==> config.mk <==
export PLATFORM = sky130hd
export DESIGN_NAME = alu_share_arb
export DESIGN_NICKNAME = d
export VERILOG_FILES = /design/src/rtl/alu_share_arb.sv
export SDC_FILE = /design/constraint.sdc
export NUM_CORES = 1
export LEC_CHECK = 0
export BUFFER_PORTS_ARGS = -buffer_cell sky130_fd_sc_hd__buf_2
export CORE_MARGIN = 5
export CORE_UTILIZATION = 23
export DETAILED_ROUTE_END_ITERATION = 16
export PLACE_DENSITY = 0.44
export SLEW_MARGIN = 0
export SYNTH_ARGS = -nofsm -noshare
export SYNTH_HDL_FRONTEND = slang
export SYNTH_SLANG_ARGS = --single-unit
==> constraint.sdc <==
create_clock -name clk_i -period 3.4 [get_ports clk_i]
set_input_delay 0.68 -clock clk_i [delete_from_list [all_inputs] [get_ports clk_i]]
set_output_delay 0.68 -clock clk_i [all_outputs]
set_load 0.03 [all_outputs]
==> src/rtl/alu_share_arb.sv <==
// Two-requester arbiter in front of one shared combinational ALU; multiplies occupy it for MUL_LAT cycles.
// Optional build macro ALU_ARB_FIXED_PRIO_EN: requester 0 always wins ties and the round-robin pointer is removed.
//
// state | meaning
// IDLE  | waiting for a request; ready asserted to the granted requester
// EXEC  | single-cycle ALU op driven from latched operands, result captured
// MUL   | multiply held on the ALU for MUL_LAT cycles, result captured on last
// RESP  | response presented until rsp_ready_i
module alu_share_arb #(
  parameter int DW      = 32,
  parameter int MUL_LAT = 4
) (
  input  logic          clk_i,
  input  logic          rst_i,
  input  logic          req0_valid_i,
  input  logic          req1_valid_i,
  output logic          req0_ready_o,
  output logic          req1_ready_o,
  input  logic [3:0]    req0_op_i,
  input  logic [3:0]    req1_op_i,
  input  logic [DW-1:0] req0_a_i,
  input  logic [DW-1:0] req0_b_i,
  input  logic [DW-1:0] req1_a_i,
  input  logic [DW-1:0] req1_b_i,
  output logic [3:0]    alu_ctrl_o,
  output logic [DW-1:0] alu_src1_o,
  output logic [DW-1:0] alu_src2_o,
  input  logic [DW-1:0] alu_result_i,
  input  logic          alu_zero_i,
  output logic          rsp_valid_o,
  input  logic          rsp_ready_i,
  output logic          rsp_id_o,
  output logic [DW-1:0] rsp_result_o,
  output logic          rsp_zero_o
);

  localparam logic [3:0] OP_MUL   = 4'b0011;
  localparam logic [3:0] CNT_INIT = 4'(MUL_LAT - 1);

  typedef enum logic [1:0] {S_IDLE, S_EXEC, S_MUL, S_RESP} state_t;

  state_t        state_q, state_d;
  logic [3:0]    op_q;
  logic [DW-1:0] a_q, b_q;
  logic          id_q;
  logic [3:0]    cnt_q;
  logic [DW-1:0] res_q;
  logic          zero_q;

  logic          grant_1;
  logic          accept;
  logic [3:0]    sel_op;
  logic          capture;

`ifdef ALU_ARB_FIXED_PRIO_EN
  assign grant_1 = req1_valid_i & ~req0_valid_i;
`else
  logic prio_q;
  // prio_q names the requester that wins a tie
  assign grant_1 = (req0_valid_i & req1_valid_i) ? prio_q : req1_valid_i;
`endif

  assign accept  = (state_q == S_IDLE) & (req0_valid_i | req1_valid_i) & ~rst_i;
  assign sel_op  = grant_1 ? req1_op_i : req0_op_i;
  assign capture = (state_q == S_EXEC) | ((state_q == S_MUL) & (cnt_q == 4'd0));

  always_ff @(posedge clk_i) begin
    if (rst_i) begin
      state_q <= S_IDLE;
      op_q    <= '0;
      a_q     <= '0;
      b_q     <= '0;
      id_q    <= 1'b0;
      cnt_q   <= '0;
      res_q   <= '0;
      zero_q  <= 1'b0;
    end else begin
      state_q <= state_d;
      if (accept) begin
        op_q  <= sel_op;
        a_q   <= grant_1 ? req1_a_i : req0_a_i;
        b_q   <= grant_1 ? req1_b_i : req0_b_i;
        id_q  <= grant_1;
        cnt_q <= CNT_INIT;
      end else if ((state_q == S_MUL) && (cnt_q != 4'd0)) begin
        cnt_q <= cnt_q - 4'd1;
      end
      if (capture) begin
        res_q  <= alu_result_i;
        zero_q <= alu_zero_i;
      end
    end
  end

`ifndef ALU_ARB_FIXED_PRIO_EN
  always_ff @(posedge clk_i) begin
    if (rst_i) begin
      prio_q <= 1'b0;
    end else if (accept) begin
      prio_q <= ~grant_1;
    end
  end
`endif

  always_comb begin
    state_d = state_q;
    case (state_q)
      S_IDLE: if (accept) state_d = (sel_op == OP_MUL) ? S_MUL : S_EXEC;
      S_EXEC: state_d = S_RESP;
      S_MUL:  if (cnt_q == 4'd0) state_d = S_RESP;
      S_RESP: if (rsp_ready_i) state_d = S_IDLE;
      default: state_d = S_IDLE;
    endcase
  end

  always_comb begin
    req0_ready_o = 1'b0;
    req1_ready_o = 1'b0;
    alu_ctrl_o   = '0;
    alu_src1_o   = '0;
    alu_src2_o   = '0;
    rsp_valid_o  = 1'b0;
    rsp_id_o     = 1'b0;
    rsp_result_o = '0;
    rsp_zero_o   = 1'b0;
    case (state_q)
      S_IDLE: begin
        req0_ready_o = accept & ~grant_1 & req0_valid_i;
        req1_ready_o = accept &  grant_1 & req1_valid_i;
      end
      S_EXEC, S_MUL: begin
        alu_ctrl_o = op_q;
        alu_src1_o = a_q;
        alu_src2_o = b_q;
      end
      S_RESP: begin
        rsp_valid_o  = 1'b1;
        rsp_id_o     = id_q;
        rsp_result_o = res_q;
        rsp_zero_o   = zero_q;
      end
      default: ;
    endcase
  end

endmodule
==> flow_metrics.tcl <==
set metrics [dict create \
    status "complete, no violations" \
    synth-edff-count 0 \
    grt_pass1_wl_um 28500 \
    dp_cells 1215 \
    fin_worst_skew_ns 0.0165 \
    timing.rr.start "state_q[1]$_SDFFE_PP0P_" \
    timing.rr.end "a_q[5]$_SDFFE_PP0P_" \
    via_per_inst 4.34 \
    cts_made_buffers 9 \
    worstHoldEndpoint "res_q[7]$_SDFFE_PP0P_" \
    final_common_cell "buf_2" \
    fp.dieW_um 164 \
    nFillCells 2555 \
    r2r_slack_ns 1.29 \
    clockPowerShare_pct 19.6 \
    fmax_ghz 0.379 \
    totalWireLength_um 18500 \
    initial_utilization_pct 23.3 \
    ant_nets 0 \
    ys_ff_latch 109 \
    slew_viol_final 0 \
    antenna_found_initial 2 \
    cts_tree "yes" \
    power_density_nw_per_um2 713 \
    synth.avg_cell_area_sq_um 8.37 \
    cts_resized 0 \
    tns_ns 0 \
    syn_to_final_growth_pct 36.1 \
    root_buffer "clkbuf_16" \
    whs_ns 0.447 \
    critPathKind "flop to output pin" \
    p_seq_share_pct 33.7 \
    cts_setup_buffers 0 \
    cp-start-kind "flop" \
    multi_input_area_sq_um 2970 \
    grt_max_degree 71 \
    synthArstFlopShare_pct 0 \
    place_congestion 0.730 \
    first_pass_iters 5 \
    fp.dieArea_sq_um 27000 \
    synth_warnings 0 \
    cts.clk_slew.worst_paths_ns 0.08 \
    finalSetupViolCount 0 \
    worst_ep_arrival_time_ns 1.96 \
    drive_above_1_share_pct 40.4 \
    overflow 0 \
    required_ns 2.72 \
    clock_latency_ns 0.36 \
    die_y_um 164 \
    crit_path_end_kind "output pin" \
    p_comb_share_pct 46.7 \
    netSwitchingFraction_pct 43.0 \
    crit_fanout 22 \
    period_share_pct 77.5 \
    final_hold_viol_count 0 \
    max_slew.worst_pin.slew_ns 0.824 \
    pre_cts_slack_ns 0.960 \
    reg2reg_depth 7 \
    placed_area_sq_um 7160 \
    synth_flop_cell "dfxtp_1" \
    drcViolationCount 0 \
    io_pins 279 \
    hpwlAfterDp_um 13200 \
    layout.nets 1087 \
    rsz0062_at_grt "false" \
    p_int_mw 3.03 \
    n_antenna_cell 0 \
    leakage_nw 3.44 \
    hold-path-cell-count 2 \
    synthesis.nets 834 \
    relSlewSlack_pct 45.1 \
    cts.sinks 109 \
    period_needed_ns 2.64 \
    io_buffers 278 \
    cap_violations 0 \
    regArea_sq_um 2180 \
    switching_power_mw 2.29 \
    final_cell_mix "buf_2, nand2_1, dfxtp_1, and2_1, nor2_1" \
    hp-start "res_q[7]$_SDFFE_PP0P_" \
    num_rows 56 \
    fin_ws_ns 0.765 \
    seq_area_frac_synth_pct 39.9 \
    vias 5343 \
    final_cells 1231 \
    syn_inst 654 \
    h-tree-depth 3 \
    hp-class "flop to flop" \
    netlist_area_sq_um 5470 \
    stdcell_area_sq_um 7450 \
    hold_buffers 0 \
    yosysUniqueCellTypes 41 \
    cts_max_path_buffers 2 \
    grt_pass1_vias 5245 \
    core_area_sq_um 23500 \
    peakVddDrop_uv 411 \
    grt.total_usage_pct 13.2 \
    post_drt_wl_per_cell_um 15.0 \
    drt-initial-drc-count 299 \
]
-- per-stage QoR --
step / power, mW / util (%)
6_report: 5.31 / 31.7
4_1_cts: 5.44 / 31.7
5_1_grt: 5.73 / 31.7
3_5_place_dp: 4.37 / 30.5
2_1_floorplan: 3.60 / -
3_3_place_gp: 4.36 / 30.5
-- sequential cells by signal, indices dropped and copies added (netlist names) --
| name | count |
|---|---|
| b_q | 32 |
| zero_q | 1 |
| state_q | 2 |
| prio_q | 1 |
| a_q | 32 |
| op_q | 4 |
| id_q | 1 |
| res_q | 32 |
| cnt_q | 4 |
-- synth_stat cells (2+ instances only) --
master,n,area (sq um)
nand2_1,166,623
dfxtp_1,109,2180
and2_1,102,638
nor2_1,72,270
a311oi_2,45,676
a21oi_1,37,185
clkbuf_1,23,86.3
a222oi_1,19,190
buf_2,15,75.1
buf_6,9,101
buf_4,7,52.6
ha_1,6,75.1
inv_1,4,15.0
a21o_1,3,22.5
a311oi_1,3,26.3
nand3_1,3,15.0
nor3_1,3,15.0
a211oi_1,2,15.0
inv_2,2,7.51
nand2b_1,2,12.5
xor2_1,2,17.5
-- critical path, cell delays in order (launching register included) --
cell      delay [ns]
dfxtp_1         0.33
inv_1           0.14
ha_1            0.25
nand2b_1        0.17
a211oi_2        0.17
buf_4           0.29
buf_2           0.25
-- routing by layer --
metal	global-route usage [%]	wire, um	part of all wire, %
met1	16.9	8220	45
met2	21.0	8220	44
met3	4.74	1760	9.5
met4	3.81	241	1.3
met5	0	19	0.10
-- logic make-up (layout without fill, tap and decap cells) --
group                    count (synthesis)  count (layout)  share of synthesized area, %
AO/OA/AOI/OAI                          120             120                          22.1
XOR/XNOR                                 3               3                         0.480
adder cells (fa/ha/maj)                  6               6                          1.37
AND/OR/NAND/NOR                        356             356                          30.0
buffers and inverters                   60             318                          6.17
flip-flops                             109             109                          39.9
-- area by class of cell --
cell class,instances,area share (%)
flip-flops and latches,109,29.3
inverters,6,0.302
well taps,319,5.36
multi-input cells,485,39.8
repair buffers,296,21.4
clock buffers,10,3.21
clock inverters,6,0.622
-- power groups by stage --
stage | clock network, mW | logic [mW] | registers, mW
2_1_floorplan | 0 | 1.84 | 1.76
3_3_place_gp | 0 | 2.53 | 1.82
3_5_place_dp | 0 | 2.54 | 1.82
4_1_cts | 1.10 | 2.55 | 1.80
5_1_grt | 1.14 | 2.75 | 1.84
6_report | 1.04 | 2.48 | 1.79
-- worst max path at each step --
stage	startpoint	slack, ns	depth (start not counted)	end
detailed placement	rst_i	0.96	4	op_q[2]$_SDFFE_PP0P_
CTS	state_q[1]$_SDFFE_PP0P_	0.73	6	req0_ready_o
finish	state_q[1]$_SDFFE_PP0P_	0.76	6	req0_ready_o
global placement	rst_i	0.96	4	op_q[2]$_SDFFE_PP0P_
global route	state_q[1]$_SDFFE_PP0P_	0.61	6	req0_ready_o
floorplan	state_q[0]$_SDFFE_PP0P_	1.18	5	alu_ctrl_o[0]
Power figures use the tool's default switching activity.
